### config.mk
export PLATFORM = sky130hd
export DESIGN_NAME = sc_background_lane_datapath
export DESIGN_NICKNAME = d
export VERILOG_FILES = /design/src/rtl/sc_background_lane_datapath.sv
export SDC_FILE = /design/constraint.sdc
export NUM_CORES = 1
export LEC_CHECK = 0
export CAP_MARGIN = 5
export CORE_ASPECT_RATIO = 0.6
export CORE_MARGIN = 4
export CORE_UTILIZATION = 45
export DETAILED_ROUTE_END_ITERATION = 6
export PLACE_DENSITY = 0.78
export SYNTH_ARGS = -nofsm -noshare
export SYNTH_HDL_FRONTEND = slang
export SYNTH_SLANG_ARGS = --single-unit
export TNS_END_PERCENT = 100
### constraint.sdc
create_clock -name SC_BGLANE_CLOCK_50 -period 1.6 [get_ports SC_BGLANE_CLOCK_50]
set_clock_uncertainty 0.15 [all_clocks]
set_input_delay 0.16 -clock SC_BGLANE_CLOCK_50 [delete_from_list [all_inputs] [get_ports SC_BGLANE_CLOCK_50]]
set_output_delay 0.16 -clock SC_BGLANE_CLOCK_50 [all_outputs]
set_load 0.01 [all_outputs]
### src/rtl/sc_background_lane_datapath.sv
// ---------------------------------------------------------------------------
// sc_background_lane_datapath
// Datapath for one scrolling background lane. Executes the active-low
// commands (clear / load / shift select / upcount / loadLast) issued by the
// background state machine and returns the active-low scroll-timer flag T0.
//
// Optional build macro: LANE_SPEEDUP_EN
//   defined   -> every executed rotate counts toward a speed-up; each
//                SPEEDUP_SHIFTS rotates shorten the scroll period by one,
//                saturating at MIN_PERIOD. clear restores the full period.
//   undefined -> the scroll period is fixed at PERIOD.
// ---------------------------------------------------------------------------
module sc_background_lane_datapath #(
    parameter int              WIDTH          = 8,
    parameter logic [WIDTH-1:0] INIT_PATTERN  = 8'b1100_0110,
    parameter int              PERIOD         = 25,
    parameter int              MIN_PERIOD     = 5,
    parameter int              SPEEDUP_SHIFTS = 4
) (
    input  logic             SC_BGLANE_CLOCK_50,
    input  logic             SC_BGLANE_RESET_InHigh,
    input  logic             SC_BGLANE_clear_InLow,
    input  logic             SC_BGLANE_load_InLow,
    input  logic [1:0]       SC_BGLANE_shiftselection_In,
    input  logic             SC_BGLANE_upcount_InLow,
    input  logic             SC_BGLANE_loadLastRegister_InLow,
    input  logic [WIDTH-1:0] SC_BGLANE_data_In,
    output logic [WIDTH-1:0] SC_BGLANE_lane_Out,
    output logic [WIDTH-1:0] SC_BGLANE_last_Out,
    output logic             SC_BGLANE_T0_OutLow
);

    // Timer holds 0..PERIOD-1; the period value itself needs one more code.
    localparam int CNT_W = (PERIOD > 1) ? $clog2(PERIOD) : 1;
    localparam int EFF_W = $clog2(PERIOD + 1);

    logic [WIDTH-1:0] laneReg;
    logic [WIDTH-1:0] laneNext;
    logic [WIDTH-1:0] lastReg;
    logic [WIDTH-1:0] rotLeft;
    logic [WIDTH-1:0] rotRight;
    logic [CNT_W-1:0] countReg;
    logic [CNT_W-1:0] countAdv;
    logic [CNT_W-1:0] countNext;
    logic [EFF_W-1:0] effPeriod;
    logic [EFF_W-1:0] effLast;
    logic             rotateExec;

    // Wrapping rotations: every bit moves one column, none lost or inserted.
    genvar gi;
    generate
        for (gi = 0; gi < WIDTH; gi++) begin : g_rot
            assign rotLeft[gi]  = laneReg[(gi + WIDTH - 1) % WIDTH];
            assign rotRight[gi] = laneReg[(gi + 1) % WIDTH];
        end
    endgenerate

    // Lane command priority: clear, then load, then shift selection.
    always_comb begin
        laneNext   = laneReg;
        rotateExec = 1'b0;
        if (!SC_BGLANE_clear_InLow) begin
            laneNext = INIT_PATTERN;
        end else if (!SC_BGLANE_load_InLow) begin
            laneNext = SC_BGLANE_data_In;
        end else if (SC_BGLANE_shiftselection_In == 2'b10) begin
            laneNext   = rotLeft;
            rotateExec = 1'b1;
        end else if (SC_BGLANE_shiftselection_In == 2'b01) begin
            laneNext   = rotRight;
            rotateExec = 1'b1;
        end
    end

    assign effLast = effPeriod - 1'b1;

    // Scroll timer advance: wrap at the last step of the current period.
    always_comb begin
        countAdv = countReg;
        if (!SC_BGLANE_upcount_InLow) begin
            countAdv = (EFF_W'(countReg) == effLast) ? '0 : countReg + 1'b1;
        end
    end

`ifdef LANE_SPEEDUP_EN
    localparam int SH_W = $clog2(SPEEDUP_SHIFTS + 1);

    logic [SH_W-1:0]  shiftCntReg;
    logic [SH_W-1:0]  shiftCntNext;
    logic [EFF_W-1:0] effPeriodReg;
    logic [EFF_W-1:0] effNext;
    logic [EFF_W-1:0] effNextLast;

    // Count executed rotates; every SPEEDUP_SHIFTS of them shortens the period.
    always_comb begin
        shiftCntNext = shiftCntReg;
        effNext      = effPeriodReg;
        if (rotateExec) begin
            if (shiftCntReg == SH_W'(SPEEDUP_SHIFTS - 1)) begin
                shiftCntNext = '0;
                if (effPeriodReg > EFF_W'(MIN_PERIOD)) begin
                    effNext = effPeriodReg - 1'b1;
                end
            end else begin
                shiftCntNext = shiftCntReg + 1'b1;
            end
        end
    end

    // A shrinking period must never leave the timer beyond its new last step.
    assign effNextLast = effNext - 1'b1;
    assign countNext   = (EFF_W'(countAdv) > effNextLast) ? '0 : countAdv;
    assign effPeriod   = effPeriodReg;

    // Speed-up state; clear returns the lane to its full period.
    always_ff @(posedge SC_BGLANE_CLOCK_50) begin
        if (SC_BGLANE_RESET_InHigh || !SC_BGLANE_clear_InLow) begin
            shiftCntReg  <= '0;
            effPeriodReg <= EFF_W'(PERIOD);
        end else begin
            shiftCntReg  <= shiftCntNext;
            effPeriodReg <= effNext;
        end
    end
`else
    assign effPeriod = EFF_W'(PERIOD);
    assign countNext = countAdv;
`endif

    // Lane, snapshot and timer registers; reset discards any command.
    always_ff @(posedge SC_BGLANE_CLOCK_50) begin
        if (SC_BGLANE_RESET_InHigh) begin
            laneReg  <= INIT_PATTERN;
            lastReg  <= '0;
            countReg <= '0;
        end else begin
            laneReg <= laneNext;
            // Snapshot takes the pre-update lane, whatever command runs.
            if (!SC_BGLANE_loadLastRegister_InLow) begin
                lastReg <= laneReg;
            end
            countReg <= (!SC_BGLANE_clear_InLow) ? '0 : countNext;
        end
    end

    assign SC_BGLANE_lane_Out  = laneReg;
    assign SC_BGLANE_last_Out  = lastReg;
    assign SC_BGLANE_T0_OutLow = (EFF_W'(countReg) == effLast) ? 1'b0 : 1'b1;

endmodule

# [Word level (Yosys, flattened, before mapping)]
# Cells that the tools add are included.
[word_totals] inputBits=16 out_inout_bits=17 wordCells=15 ff_bits=21
[classes] n_mux=5 n_bitwise=1 eq_ne=4 addsub=1 reduce_logical=1
[op_table] op="$mux W8" n=3
[op_table] op="$add A5 B1 Y5 const B" n=1
[op_table] op="$eq A5 B5 Y1 const B" n=1
[op_table] op="$mux W5" n=1
[op_table] op="$ne A3 B1 Y1 const B" n=1
[op_table] op="$eq A2 B1 Y1 const B" n=1
[op_table] op="$eq A2 B2 Y1 const B" n=1
[op_table] op="$reduce_or A2 Y1" n=1
[op_table] op="$mux W1" n=1
[op_table] op="$not A1 Y1" n=1

# [Depth between registers and ports, before layout]
[depth] depth_word=4 depth_mapped=5 ltp_nobuf=5

# [Worst setup path after synthesis]
# No wires, ideal clock.
[synth_timing] path_type="register to register" from="reg countReg[0]" to="reg countReg[3]" path_stages_with_launch=6 period_less_slack_ns=1.223 required_time_ns=1.376 setup_slack_ns=0.377 setup_ns=0.074 arrival_time_ns=0.999 cell_sequence="dfxtp_1 -> inv_1 -> ha_1 -> nand4b_1 -> nand3_1 -> a31oi_1"
[synth_via] elab_chain_cells=2 word_cells_on_any_way=3 classes_between="add/sub (1); eq/ne (1); mux (1)"
[synth_rtl] item="start, declared" line_no="42" text="logic [CNT_W-1:0] countReg;"
[synth_rtl] item="start signal, assigned" line_no="142" text="countReg <= (!SC_BGLANE_clear_InLow) ? '0 : countNext;"
[synth_rtl] item="$add A5 B1 Y5 / $eq A5 B5 Y1 (equally long branches)" line_no="81" text="countAdv = (EFF_W'(countReg) == effLast) ? '0 : countReg + 1'b1;"
[synth_rtl] item="$mux W5 (*)" line_no="81"
# Mark *: on every way between the ends. The rest lies on a longest branch, timed or not.
# A chain may end at the register's enable or synchronous reset.

# [Final worst setup path]
[layout_timing] from="reg laneReg[5], in the netlist SC_BGLANE_lane_Out[5]" to="out SC_BGLANE_lane_Out[5]"
[layout_lines] item="start, declared" line_no="37" text="logic [WIDTH-1:0] laneReg;"
[layout_lines] item="start signal, assigned" line_no="137" text="laneReg <= laneNext;"
[layout_lines] item="end, declared" line_no="28" text="output logic [WIDTH-1:0] SC_BGLANE_lane_Out,"
# No word-level cell between the ends.

==> metrics.txt <==
# TYPE chip_impl_metric gauge
chip_impl_metric{name="multi_input_comb_area",unit="sq um"} 514
chip_impl_metric{name="cts_buffer_depth",unit=""} 2
chip_impl_metric{name="clkTransAtPathRegs",unit="ns"} 0.08
chip_impl_metric{name="leakage",unit="nW"} 0.594
chip_impl_metric{name="cts-htree-levels",unit=""} 1
chip_impl_info{name="startpoint",value="SC_BGLANE_lane_Out[5]$_SDFFE_PP0P_"} 1
chip_impl_metric{name="core_region_area",unit="sq mm"} 0.00216
chip_impl_metric{name="synthAdderAreaFrac",unit="%"} 2.45
chip_impl_metric{name="fin_crit_sh",unit="%"} 97.7
chip_impl_metric{name="finalCriticalPeriod",unit="ns"} 1.56
chip_impl_metric{name="synth_cells",unit=""} 115
chip_impl_metric{name="share_of_the_synthesized_area_in_compound_gates_ao_oa_aoi_oai",unit="%"} 18.5
chip_impl_metric{name="dr.pass1.iters",unit=""} 4
chip_impl_info{name="synth_top_family_by_area",value="simple AND/OR/NAND/NOR gates"} 1
chip_impl_metric{name="timing.critical_path.fanout_max",unit=""} 5
chip_impl_info{name="run_status",value="finished, final reports clean"} 1
chip_impl_metric{name="routed_via_density",unit=""} 5.12
chip_impl_metric{name="dieHeight",unit="um"} 44.9
chip_impl_metric{name="dpl_worst_slack",unit="ns"} -0.0421
chip_impl_metric{name="final-seq-area",unit="sq um"} 424
chip_impl_metric{name="synthesis.area",unit="sq mm"} 0.00102
chip_impl_metric{name="relSlewSlack",unit="%"} 80.9
chip_impl_info{name="worst_hold_startpoint",value="SC_BGLANE_last_Out[6]$_SDFFE_PP0N_"} 1
chip_impl_metric{name="postLayoutCoreUtil",unit="%"} 66.3
chip_impl_metric{name="worstSkewPairLatency",unit="ns"} 0.26
chip_impl_metric{name="numPlacedInstances",unit=""} 177
chip_impl_metric{name="postCtsSetupRepairBufs",unit=""} 0
chip_impl_metric{name="critical_path_cell_count",unit=""} 1
chip_impl_metric{name="synth.yosys.seq_area_share",unit="%"} 41.2
chip_impl_metric{name="ir_worst_vdd",unit="mV"} 0.447
chip_impl_info{name="r2r-end",value="countReg[4]$_SDFFE_PP0N_"} 1
chip_impl_metric{name="detailed_place_hpwl",unit="um"} 2000
chip_impl_metric{name="insertedDiodeCount",unit=""} 0
chip_impl_metric{name="timing.max_cap.violations",unit=""} 0
chip_impl_metric{name="synthDominantCellAreaShare",unit="%"} 41.2
chip_impl_metric{name="num-nets-final",unit=""} 170
chip_impl_info{name="yosysTopAreaCell",value="sky130_fd_sc_hd__dfxtp_1"} 1
chip_impl_info{name="critical_path.endpoint_type",value="output pin"} 1
chip_impl_metric{name="buffer_ports.inserted",unit=""} 32
chip_impl_metric{name="synth_mux_area_share",unit="%"} 9.80
chip_impl_metric{name="first_global_vias",unit=""} 919
chip_impl_metric{name="yosys.cell_types.count",unit=""} 29
chip_impl_metric{name="post_route_cells_drive_above_1_share",unit="%"} 13.2
chip_impl_metric{name="timing.critical_path.slowest_cell_delay",unit="ns"} 0.57
chip_impl_metric{name="antenna_found_initial",unit=""} 0
chip_impl_metric{name="post_synthesis_net_count",unit=""} 133
chip_impl_info{name="timing.setup.critical_path_class",value="reg -> out"} 1
chip_impl_metric{name="total_power",unit="mW"} 1.12
chip_impl_info{name="rsz0062_at_grt",value="false"} 1
chip_impl_info{name="reg2reg_from",value="countReg[0]$_SDFFE_PP0N_"} 1
chip_impl_metric{name="avgSynthCellArea",unit="sq um"} 8.88
chip_impl_metric{name="effective_utilization_at_floorplan",unit="%"} 47.2
chip_impl_info{name="clk_root_buffer_cell",value="sky130_fd_sc_hd__clkbuf_8"} 1
chip_impl_metric{name="synth-xor-area-share",unit="%"} 0.858
chip_impl_metric{name="layout_setup_ws",unit="ns"} 0.0371
chip_impl_metric{name="arrival_time_of_the_worst_setup_path",unit="ns"} 1.25
chip_impl_metric{name="yosysWarnings",unit=""} 0
chip_impl_metric{name="drt_drc_violations_left",unit=""} 0
chip_impl_metric{name="final_design_area_no_fill",unit="sq mm"} 0.00144
chip_impl_metric{name="maxClockFrequency",unit="GHz"} 0.640
chip_impl_metric{name="finalNonFillerCells",unit=""} 181
chip_impl_metric{name="synth_simple_gate_area_share",unit="%"} 18.8
chip_impl_info{name="cp_top_family",value="buffers and inverters"} 1
chip_impl_metric{name="final.fill_count",unit=""} 177
chip_impl_metric{name="floorplan.die_area",unit="sq mm"} 0.00312
chip_impl_metric{name="placement_rows",unit=""} 13
chip_impl_info{name="timing.critical_path.to",value="SC_BGLANE_lane_Out[5]"} 1
chip_impl_metric{name="critical_path_required",unit="ns"} 1.29
chip_impl_metric{name="reg2regPathDepth",unit=""} 5
chip_impl_metric{name="gp_congestion",unit=""} 0.940
chip_impl_metric{name="synth.ff_latch_count",unit=""} 21
chip_impl_metric{name="wirelength",unit="um"} 2580
chip_impl_metric{name="final.hold.worst_slack",unit="ns"} 0.349
chip_impl_metric{name="detail_route.iter0.violations",unit=""} 36
chip_impl_metric{name="tns",unit="ns"} 0
chip_impl_metric{name="postRouteAntennaNets",unit=""} 0
chip_impl_metric{name="area.growth.synth_to_final",unit="%"} 40.6
chip_impl_metric{name="globalRouteOverflowTotal",unit=""} 0
chip_impl_info{name="hold_class",value="reg -> reg"} 1
chip_impl_info{name="cp_slowest_cell",value="sky130_fd_sc_hd__clkdlybuf4s50_1"} 1
chip_impl_metric{name="route.detailed.wl_per_inst",unit="um"} 14.2
chip_impl_metric{name="worstMarginPinSlew",unit="ns"} 0.286
chip_impl_info{name="tritoncts",value="yes"} 1
chip_impl_metric{name="power.density",unit="mW/mm^2"} 783
chip_impl_metric{name="finalSetupViolCount",unit=""} 0
chip_impl_metric{name="cts.sink_count",unit=""} 21
chip_impl_info{name="crit_path_start_kind",value="flip-flop"} 1
chip_impl_metric{name="gr-usage-all-layers",unit="%"} 17.7
chip_impl_metric{name="final-hold-violation-count",unit=""} 0
chip_impl_metric{name="num_vias",unit=""} 926
chip_impl_metric{name="global_route_wire_length_before_repair",unit="um"} 4290
chip_impl_metric{name="die_w",unit="um"} 69.5
chip_impl_metric{name="boundaryPins",unit=""} 33
chip_impl_metric{name="r2r_setup_slk",unit="ns"} 0.25
chip_impl_info{name="path_cells",value="clkdlybuf4s50_1"} 1
chip_impl_info{name="synth.area.top_cells",value="sky130_fd_sc_hd__dfxtp_1, sky130_fd_sc_hd__mux2i_1, sky130_fd_sc_hd__nor2_1"} 1
chip_impl_metric{name="grt_max_degree",unit=""} 16
chip_impl_metric{name="post_dp_cell_area",unit="sq mm"} 0.00139
chip_impl_metric{name="maxSlewViolCount",unit=""} 0
chip_impl_metric{name="cts_made_buffers",unit=""} 3
chip_impl_metric{name="number_of_buffer_and_inverter_stages_on_the_critical_path",unit=""} 1
[synth_stat cells]
| library cell | number |
|---|---|
| sky130_fd_sc_hd__buf_6 | 1 |
| sky130_fd_sc_hd__dfxtp_1 | 21 |
| sky130_fd_sc_hd__nand2_1 | 3 |
| sky130_fd_sc_hd__nor2b_1 | 2 |
| sky130_fd_sc_hd__inv_2 | 1 |
| sky130_fd_sc_hd__a31oi_1 | 2 |
| sky130_fd_sc_hd__o21ai_0 | 1 |
| sky130_fd_sc_hd__inv_1 | 9 |
| sky130_fd_sc_hd__a22o_1 | 4 |
| sky130_fd_sc_hd__clkbuf_2 | 2 |
| sky130_fd_sc_hd__nand3_1 | 3 |
| sky130_fd_sc_hd__buf_2 | 4 |
| sky130_fd_sc_hd__a21oi_1 | 6 |
| sky130_fd_sc_hd__nand2b_4 | 1 |
| sky130_fd_sc_hd__o221ai_1 | 8 |
| sky130_fd_sc_hd__o21ai_1 | 1 |
| sky130_fd_sc_hd__nor2_1 | 20 |
| sky130_fd_sc_hd__nand4b_1 | 1 |
| sky130_fd_sc_hd__mux2i_1 | 10 |
| sky130_fd_sc_hd__ha_1 | 2 |
| sky130_fd_sc_hd__nand2b_1 | 3 |
| sky130_fd_sc_hd__buf_4 | 1 |
| sky130_fd_sc_hd__nor4bb_1 | 1 |
| sky130_fd_sc_hd__xnor2_1 | 1 |
| sky130_fd_sc_hd__a22oi_1 | 3 |
| sky130_fd_sc_hd__or3_1 | 1 |
| sky130_fd_sc_hd__and3_4 | 1 |
| sky130_fd_sc_hd__a2bb2oi_1 | 1 |
| sky130_fd_sc_hd__nor2b_2 | 1 |
[final cells by class]
cell class / count / area share [%]
clock inverters: 1 / 0.349
inverters: 10 / 2.62
repair buffers: 40 / 26.2
multi-input cells: 76 / 35.8
clock buffers: 3 / 2.88
flip-flops and latches: 21 / 29.6
well taps: 30 / 2.62
[sequential cells by signal, summed over array words and instances (netlist names)]
register,flops
SC_BGLANE_lane_Out,8
SC_BGLANE_last_Out,8
countReg,5
[report_power, final]
part           internal [mW]  switching [mW]  total [mW]
Combinational          0.120          0.0896       0.209
Sequential             0.547          0.0201       0.567
Clock                  0.174           0.174       0.348
[metal layers]
layer / GRT usage, % / share of wire [%] / vias up / wire (um)
met1: 22.2 / 50 / 411 / 1280
met4: 5.06 / 1.2 / 0 / 32
li1: - / - / 477 / -
met2: 28.8 / 42 / 34 / 1090
met5: 0 / 0 / - / 0
met3: 7.11 / 6.8 / 4 / 176
[cell families (layout without fill, tap and decap cells)]
logic type | Yosys count | count (layout)
flops | 21 | 21
simple gates | 37 | 37
mux | 10 | 10
compound gates | 26 | 26
xor+xnor | 1 | 1
fa+ha+maj | 2 | 2
buf+inv | 18 | 54
[repair_timing]
item                                   in CTS  in global routing
endpoints found under the hold margin       0                  0
hold buffers                                0                  0
resized for setup                           2                  4
setup endpoints to repair                   1                  4
[placed cells by master (no fill, tap or decap)]
cell type                          n
sky130_fd_sc_hd__a21oi_1           6
sky130_fd_sc_hd__a22o_1            4
sky130_fd_sc_hd__a22oi_1           3
sky130_fd_sc_hd__a2bb2oi_1         1
sky130_fd_sc_hd__a31oi_1           2
sky130_fd_sc_hd__and3_4            1
sky130_fd_sc_hd__buf_4             8
sky130_fd_sc_hd__clkbuf_2          1
sky130_fd_sc_hd__clkbuf_8          3
sky130_fd_sc_hd__clkdlybuf4s50_1  31
sky130_fd_sc_hd__clkinv_2          1
sky130_fd_sc_hd__dfxtp_1          18
sky130_fd_sc_hd__dfxtp_2           3
sky130_fd_sc_hd__ha_1              2
sky130_fd_sc_hd__inv_1             9
sky130_fd_sc_hd__inv_2             1
sky130_fd_sc_hd__mux2i_1          10
sky130_fd_sc_hd__nand2_1           3
sky130_fd_sc_hd__nand2b_1          3
sky130_fd_sc_hd__nand2b_4          1
sky130_fd_sc_hd__nand3_1           3
sky130_fd_sc_hd__nand4b_1          1
sky130_fd_sc_hd__nor2_1           20
sky130_fd_sc_hd__nor2b_1           2
sky130_fd_sc_hd__nor2b_2           1
sky130_fd_sc_hd__nor4bb_1          1
sky130_fd_sc_hd__o21ai_0           1
sky130_fd_sc_hd__o21ai_1           1
sky130_fd_sc_hd__o221ai_1          8
sky130_fd_sc_hd__or3_1             1
sky130_fd_sc_hd__xnor2_1           1
[worst min-delay path by stage]
stage,to,slack (ns),cells after the start
6_report,SC_BGLANE_last_Out[6]$_SDFFE_PP0N_,0.35,2
5_1_grt,SC_BGLANE_last_Out[6]$_SDFFE_PP0N_,0.39,2
4_1_cts,SC_BGLANE_last_Out[1]$_SDFFE_PP0N_,0.35,2
3_5_place_dp,SC_BGLANE_last_Out[1]$_SDFFE_PP0N_,0.33,2
3_3_place_gp,SC_BGLANE_last_Out[7]$_SDFFE_PP0N_,0.33,2
2_1_floorplan,SC_BGLANE_lane_Out[1]$_SDFFE_PP1P_,0.21,2
(Power assumes the default switching activity.)
